[config.mk]
export PLATFORM = sky130hd
export DESIGN_NAME = hub75_rx
export DESIGN_NICKNAME = d
export VERILOG_FILES = /design/src/rtl/hub75_rx.sv
export SDC_FILE = /design/constraint.sdc
export NUM_CORES = 1
export LEC_CHECK = 0
export ABC_CLOCK_PERIOD_IN_PS = 5130
export CAP_MARGIN = 20
export CELL_PAD_IN_SITES_DETAIL_PLACEMENT = 1
export CELL_PAD_IN_SITES_GLOBAL_PLACEMENT = 1
export CORE_MARGIN = 3
export CORE_UTILIZATION = 51
export DETAILED_ROUTE_END_ITERATION = 10
export HOLD_SLACK_MARGIN = 0.15
export PLACE_DENSITY_LB_ADDON = 0.1
export SLEW_MARGIN = 20
export SYNTH_ARGS = -nofsm -noshare
export SYNTH_HDL_FRONTEND = slang
export SYNTH_SLANG_ARGS = --single-unit
[constraint.sdc]
create_clock -name clk -period 5.13 [get_ports clk]
set_input_delay 0.513 -clock clk [delete_from_list [all_inputs] [get_ports clk]]
set_output_delay 0.513 -clock clk [all_outputs]
set_load 0.05 [all_outputs]
[src/rtl/hub75_rx.sv]
// hub75_rx: HUB75 sink that rebuilds each shifted row and replays latched rows as a valid/ready pixel stream.
// Latency: pins act 3 clk after toggling; the first beat follows the latch edge by one cycle. Optional HUB75_RX_BLANK_STATS_EN adds blank-time statistics.
// Backpressure: out_* hold while out_valid & !out_ready; a latch arriving mid-stream is dropped and flagged as overrun.
module hub75_rx #(
  parameter int COLS   = 64,
  parameter int ADDR_W = 5
) (
  input  logic                     clk,
  input  logic                     rst,
  input  logic [1:0]               r,
  input  logic [1:0]               g,
  input  logic [1:0]               b,
  input  logic                     led_clk,
  input  logic                     latch,
  input  logic                     blank,
  input  logic [ADDR_W-1:0]        addr,
  output logic                     out_valid,
  input  logic                     out_ready,
  output logic [ADDR_W-1:0]        out_addr,
  output logic [$clog2(COLS)-1:0]  out_col,
  output logic [2:0]               out_top,
  output logic [2:0]               out_bot,
  output logic                     out_last,
  output logic                     out_sof,
  output logic                     row_len_err,
  output logic                     overrun,
  output logic                     on_valid,
  output logic [ADDR_W-1:0]        on_addr,
  output logic [15:0]              on_cycles
);

  localparam int CW = $clog2(COLS);
  localparam int IW = CW + 1;
  localparam int SW = ADDR_W + 9;
  localparam logic [IW-1:0] COLS_I   = IW'(COLS);
  localparam logic [CW-1:0] LAST_COL = CW'(COLS - 1);

  typedef enum logic {IDLE, STREAM} state_t;

  // Bus layout: {addr, blank, latch, led_clk, b, g, r}; one pipeline keeps data aligned with the clocks.
  logic [SW-1:0] bus_in, sync1, sync2;
  logic          led_q, latch_q;

  assign bus_in = {addr, blank, latch, led_clk, b, g, r};

  always_ff @(posedge clk) begin
    if (rst) begin
      sync1   <= '0;
      sync2   <= '0;
      led_q   <= 1'b0;
      latch_q <= 1'b0;
    end else begin
      sync1   <= bus_in;
      sync2   <= sync1;
      led_q   <= sync2[6];
      latch_q <= sync2[7];
    end
  end

  logic              led_rise, latch_rise, blank_s;
  logic [ADDR_W-1:0] addr_s;
  logic [5:0]        pix;

  assign led_rise   = sync2[6] & ~led_q;
  assign latch_rise = sync2[7] & ~latch_q;
  assign blank_s    = sync2[8];
  assign addr_s     = sync2[SW-1:9];
  assign pix        = {sync2[0], sync2[2], sync2[4], sync2[1], sync2[3], sync2[5]};

  state_t state_q, state_d;
  logic   accept, reject, fire;

  assign accept = latch_rise && (state_q == IDLE);
  assign reject = latch_rise && (state_q == STREAM);
  assign fire   = out_valid && out_ready;

  always_ff @(posedge clk) begin
    if (rst) state_q <= IDLE;
    else     state_q <= state_d;
  end

  always_comb begin
    state_d = state_q;
    case (state_q)
      IDLE:    if (latch_rise) state_d = STREAM;
      STREAM:  if (out_ready && out_col == LAST_COL) state_d = IDLE;
      default: state_d = IDLE;
    endcase
  end

  // Capture bank is cap_bank, readout bank is its complement; an accepted latch swaps them.
  logic [5:0]    mem [2*COLS];
  logic          cap_bank, wr_bank, wr_en;
  logic [IW-1:0] wr_idx, wr_base, wr_nxt;
  logic [5:0]    rd_dat;

  // A latch in the same cycle as a shift edge is handled first, so the pixel lands at index 0.
  assign wr_bank = accept ? ~cap_bank : cap_bank;
  assign wr_base = latch_rise ? '0 : wr_idx;
  assign wr_en   = led_rise && (wr_base < COLS_I);
  assign wr_nxt  = wr_base + {{(IW-1){1'b0}}, (led_rise && wr_base != COLS_I)};

  always_ff @(posedge clk) begin
    if (wr_en && !rst) mem[{wr_bank, wr_base[CW-1:0]}] <= pix;
  end

  always_ff @(posedge clk) begin
    if (rst) begin
      wr_idx      <= '0;
      cap_bank    <= 1'b0;
      out_addr    <= '0;
      out_col     <= '0;
      row_len_err <= 1'b0;
      overrun     <= 1'b0;
    end else begin
      wr_idx <= wr_nxt;
      if (accept) begin
        cap_bank <= ~cap_bank;
        out_addr <= addr_s;
        out_col  <= '0;
        if (wr_idx != COLS_I) row_len_err <= 1'b1;
      end else if (fire) begin
        out_col <= out_col + 1'b1;
      end
      if (reject) overrun <= 1'b1;
    end
  end

  assign rd_dat = mem[{~cap_bank, out_col}];

  always_comb begin
    out_valid = 1'b0;
    out_top   = '0;
    out_bot   = '0;
    out_last  = 1'b0;
    out_sof   = 1'b0;
    if (state_q == STREAM) begin
      out_valid = 1'b1;
      out_top   = rd_dat[5:3];
      out_bot   = rd_dat[2:0];
      out_last  = (out_col == LAST_COL);
      out_sof   = (out_col == '0) && (out_addr == '0);
    end
  end

`ifdef HUB75_RX_BLANK_STATS_EN
  logic [15:0]       blank_cnt;
  logic              seen_latch;
  logic [ADDR_W-1:0] last_addr;

  // Every latch edge, accepted or overrun, closes the current measurement window.
  always_ff @(posedge clk) begin
    if (rst) begin
      blank_cnt  <= '0;
      seen_latch <= 1'b0;
      last_addr  <= '0;
      on_valid   <= 1'b0;
      on_addr    <= '0;
      on_cycles  <= '0;
    end else begin
      on_valid <= 1'b0;
      if (latch_rise) begin
        if (seen_latch) begin
          on_valid  <= 1'b1;
          on_addr   <= last_addr;
          on_cycles <= blank_cnt;
        end
        seen_latch <= 1'b1;
        last_addr  <= addr_s;
        blank_cnt  <= '0;
      end else if (!blank_s && blank_cnt != 16'hFFFF) begin
        blank_cnt <= blank_cnt + 16'd1;
      end
    end
  end
`else
  logic unused_blank;
  assign unused_blank = blank_s;
  assign on_valid     = 1'b0;
  assign on_addr      = '0;
  assign on_cycles    = '0;
`endif

endmodule

==> key figures, run 1 <==
Floorplan
  • Initial Util: 0.516
  • Die height: 256 microns
  • I/O Pins: 61
  • Die Wd: 256 microns
  • Core ar.: slightly above 60,000 sq um
  • Die ar.: approximately 66,000 sq um
  • Cell row count: 91

Yosys
  • Count of cell types in the netlist: 52
  • Number of synthesized register bits: slightly above 800
  • Top cell type's share of synthesized area: 0.723
  • Yosys top cell by area: edfxtp_1
  • Sequential area share after synthesis: 0.754
  • Asr flop ratio synth: 0
  • Synth area leaders: edfxtp_1, mux4_2, dfxtp_1, nor2_1, mux2i_1
  • Post-synth EDFFs: 768
  • Top FF cell, synth: edfxtp_1
  • Post-synthesis cell area: about 32,000 sq um
  • Synth Instances: 1,632
  • Synth warnings: 0
  • Syn avg cell area: roughly 20 sq um

Clock tree
  • Setup Fix Bufs, Post-CTS: 0
  • Root Buffer: clkbuf_16
  • Post-cts sizing count: 0
  • Worst-Skew Late Latency: a little over 0.6 ns
  • Number of CTS-inserted buffers: 83
  • Hold buffer count at CTS: 0
  • Htree depth: 3
  • Worst-path clk slew: around 0.06 ns
  • Max Buffers Root-to-Sink: 3
  • # clock sinks: 818
  • CTS tree: built

Worst setup path
  • CP required: 4.62 ns
  • Critical path launch point type: flip-flop
  • Crit path DAT: approximately 4.4 ns
  • Setup CP Type: flip-flop to output port
  • CP endpoint kind: output port
  • Crit-path max FO: 35

GRT
  • Antenna violations before repair: 1
  • GRT overflow: 0
  • GRT Total Usage: 0.244
  • First-pass GRT wire length: 117 mm
  • Largest net degree at the start of global routing: slightly above 100
  • Vias in the first global route: 17,011

STA
  • Final setup TNS: 0 ns
  • WHS: between 0.4 and 0.5 ns
  • RSZ-0062 raised after global routing: false
  • Worst Tran Pin Value: between 1 and 1.5 ns
  • Slew headroom: 0.305
  • Fin crit period: between 4 and 5 ns
  • Final hold vios: 0
  • Crit share post-route: 0.960
  • Peak Freq: 0.203 GHz
  • Final setup fails: 0
  • Clock Skew: 0.0221 ns
  • Fin worst setup slack: 0.204 ns
  • Fin. max-slew vios: 0

Route
  • DR WL/cell: roughly 30 microns
  • # DRC: 0
  • Antenna Nets Post-Route: 0
  • Starting DRC count in detailed routing: roughly 1,700
  • Routed via count: 16,076
  • 1st-pass router iterations: 5
  • Final wirelength: 78.8 mm
  • Via density: 6.10

Place
  • DP HPWL: 48.7 mm
  • Gp weighted congestion: 0.805
  • IO buf count: 37
  • Pre-CTS setup slack: 0.851 ns

Cells and area
  • Area growth, synth to finish: 13.4%
  • Nets@finish: 1,755
  • Fillers: 5,298
  • Multi-input logic area: slightly above 7000 sq um
  • Storage element area: 24,100 sq um
  • Share of cells above drive strength 1: 0.222

Pwr
  • Cell Pwr Density: 382 nW/um^2
  • Peak supply drop: ~0.3 mV
  • P_leak: 0.0112 uW
  • Final Total Pwr: 13,800 uW

Hold path
  • Worst min path class: flip-flop to flip-flop

Run
  • Max Cap Viol: 0

Outcome
  • Status: completed
-- synthesized netlist by cell type (2+ instances only) --
| cell | number |
|---|---|
| edfxtp_1 | 768 |
| o22ai_1 | 6 |
| ha_1 | 4 |
| dfxtp_1 | 50 |
| mux4_2 | 183 |
| inv_1 | 4 |
| nand4_1 | 4 |
| a21o_1 | 2 |
| nor3b_1 | 4 |
| nor2_1 | 157 |
| mux2i_1 | 38 |
| clkbuf_1 | 41 |
| a221oi_1 | 8 |
| nand2_1 | 48 |
| nor4_1 | 4 |
| a31oi_1 | 8 |
| buf_6 | 12 |
| nor4b_1 | 3 |
| buf_4 | 40 |
| o21ai_0 | 7 |
| o21ai_1 | 2 |
| nor2b_1 | 47 |
| a211oi_1 | 16 |
| xnor2_1 | 4 |
| nand3_1 | 17 |
| o221ai_1 | 10 |
| a22o_1 | 12 |
| nand3b_1 | 2 |
| nand2b_1 | 5 |
| mux2_2 | 3 |
| nor3_1 | 11 |
| and2_1 | 4 |
| buf_2 | 18 |
| buf_1 | 4 |
| a22oi_1 | 32 |
| and3_1 | 3 |
| o32a_1 | 2 |
| a21oi_1 | 32 |
| xor2_1 | 4 |
-- critical path, stage by stage (launching register included) --
cell	delay (ns)
dfxtp_4	0.78
nor2b_2	0.54
buf_4	0.38
a22oi_1	0.21
a21oi_1	0.31
nor2_1	0.16
a31oi_1	0.49
clkdlybuf4s50_1	0.91
-- through the flow --
| stage | cells | utilization | area, sq um |
|---|---|---|---|
| floorplan | 1653 | - | 32000 |
| global placement | 2485 | 0.540 | 33400 |
| detailed placement | 2485 | 0.540 | 33400 |
| CTS | 2634 | 0.585 | 36200 |
| global route | 2635 | 0.585 | 36200 |
| finish | 2636 | 0.585 | 36200 |
-- path summary, 6_finish.rpt --
check | from | endpoint | slack, ns | depth (start not counted)
hold / removal | sync2[9] | out_addr[0] | 0.43 | 2
hold reg to reg | sync2[9] | out_addr[0] | 0.43 | 2
setup reg to reg | latch_q | mem[75][1] | 1.79 | 5
setup / recovery | out_col[3] | out_top[2] | 0.20 | 7
-- area by class of cell --
cell class	count	share of cell area
Sequential cell	818	0.666
Multi-Input combinational cell	716	0.200
Clock buffer	109	0.0629
Tap cell	837	0.0289
Timing Repair Buffer	111	0.0283
Clock inverter	40	0.0138
Inverter	4	0.000415
Antenna cell	1	0.0000692
-- logic make-up after synthesis --
family                   count (synthesis)  synth area share
AO/OA/AOI/OAI                          146            0.0325
multiplexers                           224             0.142
flip-flops                             818             0.754
XOR/XNOR                                 8           0.00220
buffers and inverters                  119            0.0222
other                                    1          0.000118
adder cells (fa/ha/maj)                  4           0.00157
AND/OR/NAND/NOR                        312            0.0448
-- metal layers --
layer,part of all wire,global-route usage,up-vias
li1,-,-,6785
met1,0.43,0.354,8602
met2,0.47,0.382,567
met3,0.073,0.0483,122
met4,0.026,0.0724,0
met5,0,0,-
-- report_power, final --
| group | switching (uW) | total, uW | internal [uW] | leakage, uW |
|---|---|---|---|---|
| combinational | 189 | 291 | 102 | 0.00233 |
| clock | 2490 | 6210 | 3720 | 0.00136 |
| sequential | 49.6 | 7320 | 7270 | 0.00748 |
| total | 2730 | 13800 | 11100 | 0.0112 |
-- layout by cell type, fill, tap and decap left out, drive strengths merged, types with 3 or more instances in the layout --
cell type,instances
a21oi,32
inv,6
a22o,12
o22ai,6
mux4,183
nor2,157
mux2,3
xnor2,4
ha,4
mux2i,38
conb,22
a22oi,32
o21ai,9
a31oi,8
bufinv,12
and2,4
nor4b,3
o221ai,10
clkbuf,109
nand2,48
nor3b,4
edfxtp,768
buf,77
nand3,17
clkdlybuf4s50,34
nor3,11
nor4,4
xor2,4
nand4,4
dfxtp,50
clkinv,24
a221oi,8
a2111oi,3
nand2b,5
and3,3
nor2b,47
a211oi,16
-- state kept, by name, indices dropped and copies added, names as in the netlist, 5 cells and up --
register	count
mem	768
out_addr	5
out_col	6
sync1	13
sync2	13
wr_idx	7
Power figures use the tool's default switching activity.
==> run 2, diff against run 1 <==
CORE_UTILIZATION = 59   (was 51)
==> run 2 against run 1 <==
Net effect:
- wire length grew 4.5%
- sequential power about the same
- total power shrank 1.7%
- combinational power hardly changed
- flip-flop and latch count unchanged
- maximum frequency decreased by 2.2%
- register-to-register slack worse by 0.44 ns
- worst setup slack got worse by 0.11 ns
- via count grew 3.2%
- critical path type unchanged
- largest power group unchanged
==> key figures, run 2 (synthesis results as in run 1) <==
Clock tree
  • Worst-Skew Late Latency: 0.62 ns
  • Number of CTS-inserted buffers: 82
  • Htree depth: 3
  • Setup Fix Bufs, Post-CTS: 0
  • Max Buffers Root-to-Sink: 3
  • CTS tree: built
  • # clock sinks: a little over 800
  • Post-cts sizing count: 0
  • Root Buffer: clkbuf_16
  • Hold buffer count at CTS: 0
  • Worst-path clk slew: 0.06 ns

Pwr
  • Peak supply drop: roughly 0.36 mV
  • Clock share of power: 0.440
  • Final Total Pwr: 13,600 uW
  • Switching power: ~2700 uW
  • P_leak: 0.0110 uW
  • Cell Int Power: 10,900 uW
  • Logic pwr share: 0.021
  • Cell Pwr Density: 380 nW/um^2
  • Reg power frac: 0.539
  • Switching Share: 0.199

STA
  • Final setup fails: 0
  • Worst Tran Pin Value: 1.19 ns
  • Final hold vios: 0
  • Clock Skew: between 0.02 and 0.03 ns
  • Fin crit period: between 5 and 6 ns
  • Fin. max-slew vios: 0
  • Peak Freq: 0.199 GHz
  • WHS: 0.432 ns
  • RSZ-0062 raised after global routing: false
  • Crit share post-route: 0.982
  • Slew headroom: 0.204
  • Final setup TNS: 0 ns

Route
  • DR WL/cell: 33.3 microns
  • Antenna Nets Post-Route: 0
  • Starting DRC count in detailed routing: 1,924
  • Routed via count: between 15,000 and 20,000
  • 1st-pass router iterations: 6
  • # DRC: 0
  • Final wirelength: 82.3 mm
  • Via density: 6.72

Worst setup path
  • Critical path launch point type: flip-flop
  • Crit-path leading delay family: buffers and inverters
  • Worst Setup SP: out_col[3]
  • CP most frequent cell: buf_4
  • CP endpoint kind: output port
  • Critical path's slowest cell: clkdlybuf4s50_1
  • Slowest cell delay on critical path: 0.75 ns
  • Setup CP Type: flip-flop to output port
  • WP buf/inv: 3
  • Reg2reg start: latch_q
  • CP required: 4.62 ns
  • Crit path DAT: 4.52 ns
  • Crit-path max FO: 20
  • Critical path, cell by cell: buf_4 -> buf_4 -> mux4_2 -> mux2i_1 -> nor2_1 -> a211oi_1 -> a211o_1 -> a31oi_1 -> clkdlybuf4s50_1

Cells and area
  • Storage element area: about 24,000 sq um
  • Number of flip-flops in the largest register: 768
  • Area growth, synth to finish: 12.1%
  • Multi-input logic area: 7230 sq um
  • Final Util: 0.675
  • Nets@finish: 1,737
  • Commonest non-fill, non-tap cells in the layout: edfxtp_1, mux4_2, nor2_1
  • Antenna Cells: 0
  • Most common cell after layout, fill and taps aside: edfxtp_1
  • Fillers: 4,326
  • Design area: 35,700 sq um
  • Share of cells above drive strength 1: 0.211

GRT
  • GRT Total Usage: 0.298
  • Antenna violations before repair: 1
  • GRT overflow: 0
  • First-pass GRT wire length: 121 mm
  • Largest net degree at the start of global routing: 93
  • Vias in the first global route: 17,444

Run
  • Max Cap Viol: 0

Floorplan
  • Core ar.: 53,000 sq um
  • Cell row count: 84
  • I/O Pins: 61
  • Initial Util: 0.602
  • Die Wd: 239 microns
  • Die height: 239 microns
  • Die ar.: 56,900 sq um

Place
  • Gp weighted congestion: 0.823
  • IO buf count: 37
  • DP Area: 33,100 sq um
  • DP HPWL: approximately 50 mm

Hold path
  • Hold wc startpoint: sync1[1]
  • Worst min path class: flip-flop to flip-flop

Outcome
  • Status: completed
run 2: cell types whose count changed in the layout (fill, tap and decap cells not counted), sizes merged:
cell,previous run,this run
buf,77,59
bufinv,12,8
clkbuf,109,110
clkdlybuf4s50,34,35
clkinv,24,30
clkinvlp,2,0
diode,1,0
inv,6,5
run 2: stage by stage:
stage                     instances  setup WS [ns]
after global routing           2469        0.00749
after CTS                      2469         0.0588
after floorplan                1653           1.35
after detailed placement       2320          0.727
after global placement         2320          0.815
final                          2469         0.0932
run 2: per-layer routing:
metal,routed length [microns],GRT usage,up-vias
met3,6760,0.0471,135
met2,41100,0.486,869
met5,13,0,-
li1,-,-,6753
met1,32300,0.425,8824
met4,2230,0.0933,2
run 2: worst paths after layout:
| kind | endpoint | slack [ns] | cells past startpoint |
|---|---|---|---|
| max | out_bot[0] | 0.09 | 9 |
| min | sync2[1] | 0.43 | 1 |
| max reg2reg | mem[70][0] | 1.35 | 5 |
| min reg2reg | sync2[1] | 0.43 | 1 |
run 2: power groups by stage:
stage               clock network (uW)  logic [uW]  registers, uW
floorplan                            0         193           7470
global placement                     0         279           7470
CTS                               6040         291           7330
global route                      6330         306           7330
finish                            5970         290           7330
detailed placement                   0         288           7470
run 2: worst register-to-register path: cells and delay by family, from the launching register on:
kind,cells,cell delay (ns)
and+or+nand+nor,4,2.26
DFF,1,0.31
AOI/OAI and AO/OA,1,0.82
run 2: final cells by class:
class,instances,share of cell area
flip-flops and latches,818,0.674
multi-input cells,716,0.202
clock buffers,110,0.0639
repair buffers,94,0.0246
well taps,688,0.0241
clock inverters,39,0.0106
inverters,4,0.000420
==> run 3, diff against run 2 <==
ABC_CLOCK_PERIOD_IN_PS = 4800   (was 5130)
CORE_ASPECT_RATIO = 1.75   (was not set)
CORE_UTILIZATION = 54   (was 59)
clock period = 4.8 ns   (was 5.13 ns; I/O delays follow)
==> run 3 against run 2 <==
Net effect:
- final area is 0.94% lower
- hold slack improved by 0.0052 ns
- register-to-register slack improved by 0.33 ns
- worst setup slack got worse by 0.016 ns
- via count decreased by 4.1%
- critical endpoint is now out_top[2]
- largest cell class unchanged
- highest routed layer is now met4
==> key figures, run 3 (synthesis results as in run 1) <==
Worst setup path
  • CP endpoint kind: output port
  • Worst Setup SP: out_col[1]
  • Crit path DAT: about 4.2 ns
  • Setup CP Type: flip-flop to output port
  • CP required: 4.32 ns
  • Critical path launch point type: flip-flop
  • Critical path, cell by cell: nand3b_1 -> buf_4 -> o221ai_1 -> a211oi_1 -> nor4_1 -> a211oi_1 -> a31oi_1 -> buf_4
  • Slowest cell delay on critical path: 0.88 ns
  • Critical path's slowest cell: dfxtp_4
  • Reg2reg start: sync2[7]
  • Crit-path max FO: 43

Clock tree
  • Max Buffers Root-to-Sink: 3
  • CTS tree: built
  • # clock sinks: about 800
  • Root Buffer: clkbuf_16
  • Post-cts sizing count: 0
  • Number of CTS-inserted buffers: 72
  • Setup Fix Bufs, Post-CTS: 0
  • Htree depth: 3
  • Worst-Skew Late Latency: 0.60 ns
  • Worst-path clk slew: 0.07 ns
  • Hold buffer count at CTS: 0

Cells and area
  • Antenna Cells: 0
  • Commonest non-fill, non-tap cells in the layout: edfxtp_1, mux4_2, nor2_1
  • Number of flip-flops in the largest register: 768
  • Final non-filler cell total: 2,537
  • Most common cell after layout, fill and taps aside: edfxtp_1
  • Nets@finish: 1,731
  • Final Util: 0.608
  • Fillers: about 5,000
  • Area growth, synth to finish: 11.0%
  • Share of cells above drive strength 1: 0.212

Place
  • DP HPWL: 52.7 mm
  • IO buf count: 37
  • Placed cells: between 2,000 and 2,500
  • Gp weighted congestion: 0.835

STA
  • Final setup fails: 0
  • Peak Freq: 0.212 GHz
  • RSZ-0062 raised after global routing: false
  • Final hold vios: 0
  • Clock Skew: 0.0222 ns
  • Crit share post-route: 0.984
  • Fin crit period: approximately 4.7 ns
  • Worst Tran Pin Value: roughly 1.1 ns
  • Final setup TNS: 0 ns
  • Fin. max-slew vios: 0
  • Slew headroom: 0.285

Pwr
  • Switching power: ~2700 uW
  • Reg power frac: 0.571
  • Logic pwr share: 0.022
  • Clock share of power: 0.407
  • Switching Share: 0.201
  • P_leak: 0.0108 uW
  • Cell Pwr Density: 387 nW/um^2
  • Cell Int Power: between 10,000 and 15,000 uW
  • Peak supply drop: 0.315 mV

Floorplan
  • Die height: 328 microns
  • Cell row count: 117
  • Die ar.: 62,100 sq um
  • Die Wd: approximately 190 microns
  • Initial Util: 0.547
  • Core ar.: 58,300 sq um
  • I/O Pins: 61

Route
  • Antenna Nets Post-Route: 0
  • 1st-pass router iterations: 6
  • Starting DRC count in detailed routing: 1,508
  • DR WL/cell: 31.5 microns
  • # DRC: 0
  • Final wirelength: 79.8 mm
  • Routed via count: 15,910
  • Via density: 6.27

GRT
  • Largest net degree at the start of global routing: 95
  • First-pass GRT wire length: around 120 mm
  • Antenna violations before repair: 0
  • Vias in the first global route: between 15,000 and 20,000
  • GRT overflow: 0
  • GRT Total Usage: 0.262

Run
  • Max Cap Viol: 0

Outcome
  • Status: completed

Hold path
  • Worst min path class: flip-flop to flip-flop
  • Hold wc startpoint: sync1[0]
[run 3: critical path, delay by kind of cell, from the launching register on]
kind	cells	cell delay [ns]
AOI/OAI and AO/OA	4	0.84
buffers and inverters	2	0.61
DFF	1	0.88
and+or+nand+nor	2	1.28
[run 3: power by group through the flow]
stage	clock network, uW	logic, uW	registers [uW]
finish	5570	297	7830
global route	5960	316	7830
CTS	5660	300	7830
detailed placement	0	299	7990
global placement	0	291	7980
floorplan	0	207	7980
[run 3: final cells by class]
| cell class | instances | area (sq um) | share of cell area |
|---|---|---|---|
| clock buffers | 92 | 1970 | 0.0557 |
| clock inverters | 36 | 264 | 0.00746 |
| inverters | 4 | 15.0 | 0.000424 |
| multi-input cells | 716 | 7220 | 0.204 |
| flip-flops and latches | 818 | 24100 | 0.681 |
| well taps | 773 | 967 | 0.0273 |
| repair buffers | 98 | 871 | 0.0246 |
[run 3: worst paths after layout]
path | depth (start not counted) | slack, ns | endpoint
max | 8 | 0.08 | out_top[2]
min | 1 | 0.44 | sync2[0]
max reg2reg | 5 | 1.68 | mem[68][5]
min reg2reg | 1 | 0.44 | sync2[0]
[run 3: metrics by stage]
stage | instance area [sq um] | power [uW] | setup WS, ns | hold WS (ns)
floorplan | 32000 | 8190 | 1.06 | 0.414
global placement | 33200 | 8270 | 0.831 | 0.422
detailed placement | 33200 | 8280 | 0.829 | 0.427
global route | 35400 | 14100 | 0.0226 | 0.429
CTS | 35400 | 13800 | 0.148 | 0.407
finish | 35400 | 13700 | 0.0768 | 0.437
[run 3: layer usage]
metal  vias to the layer above  GRT usage  wire, microns
met3                       151     0.0345           4040
met1                      8475      0.310          28400
met4                         0      0.101           3200
li1                       6732          -              -
met2                       552      0.483          44100
met5                         -          0              0
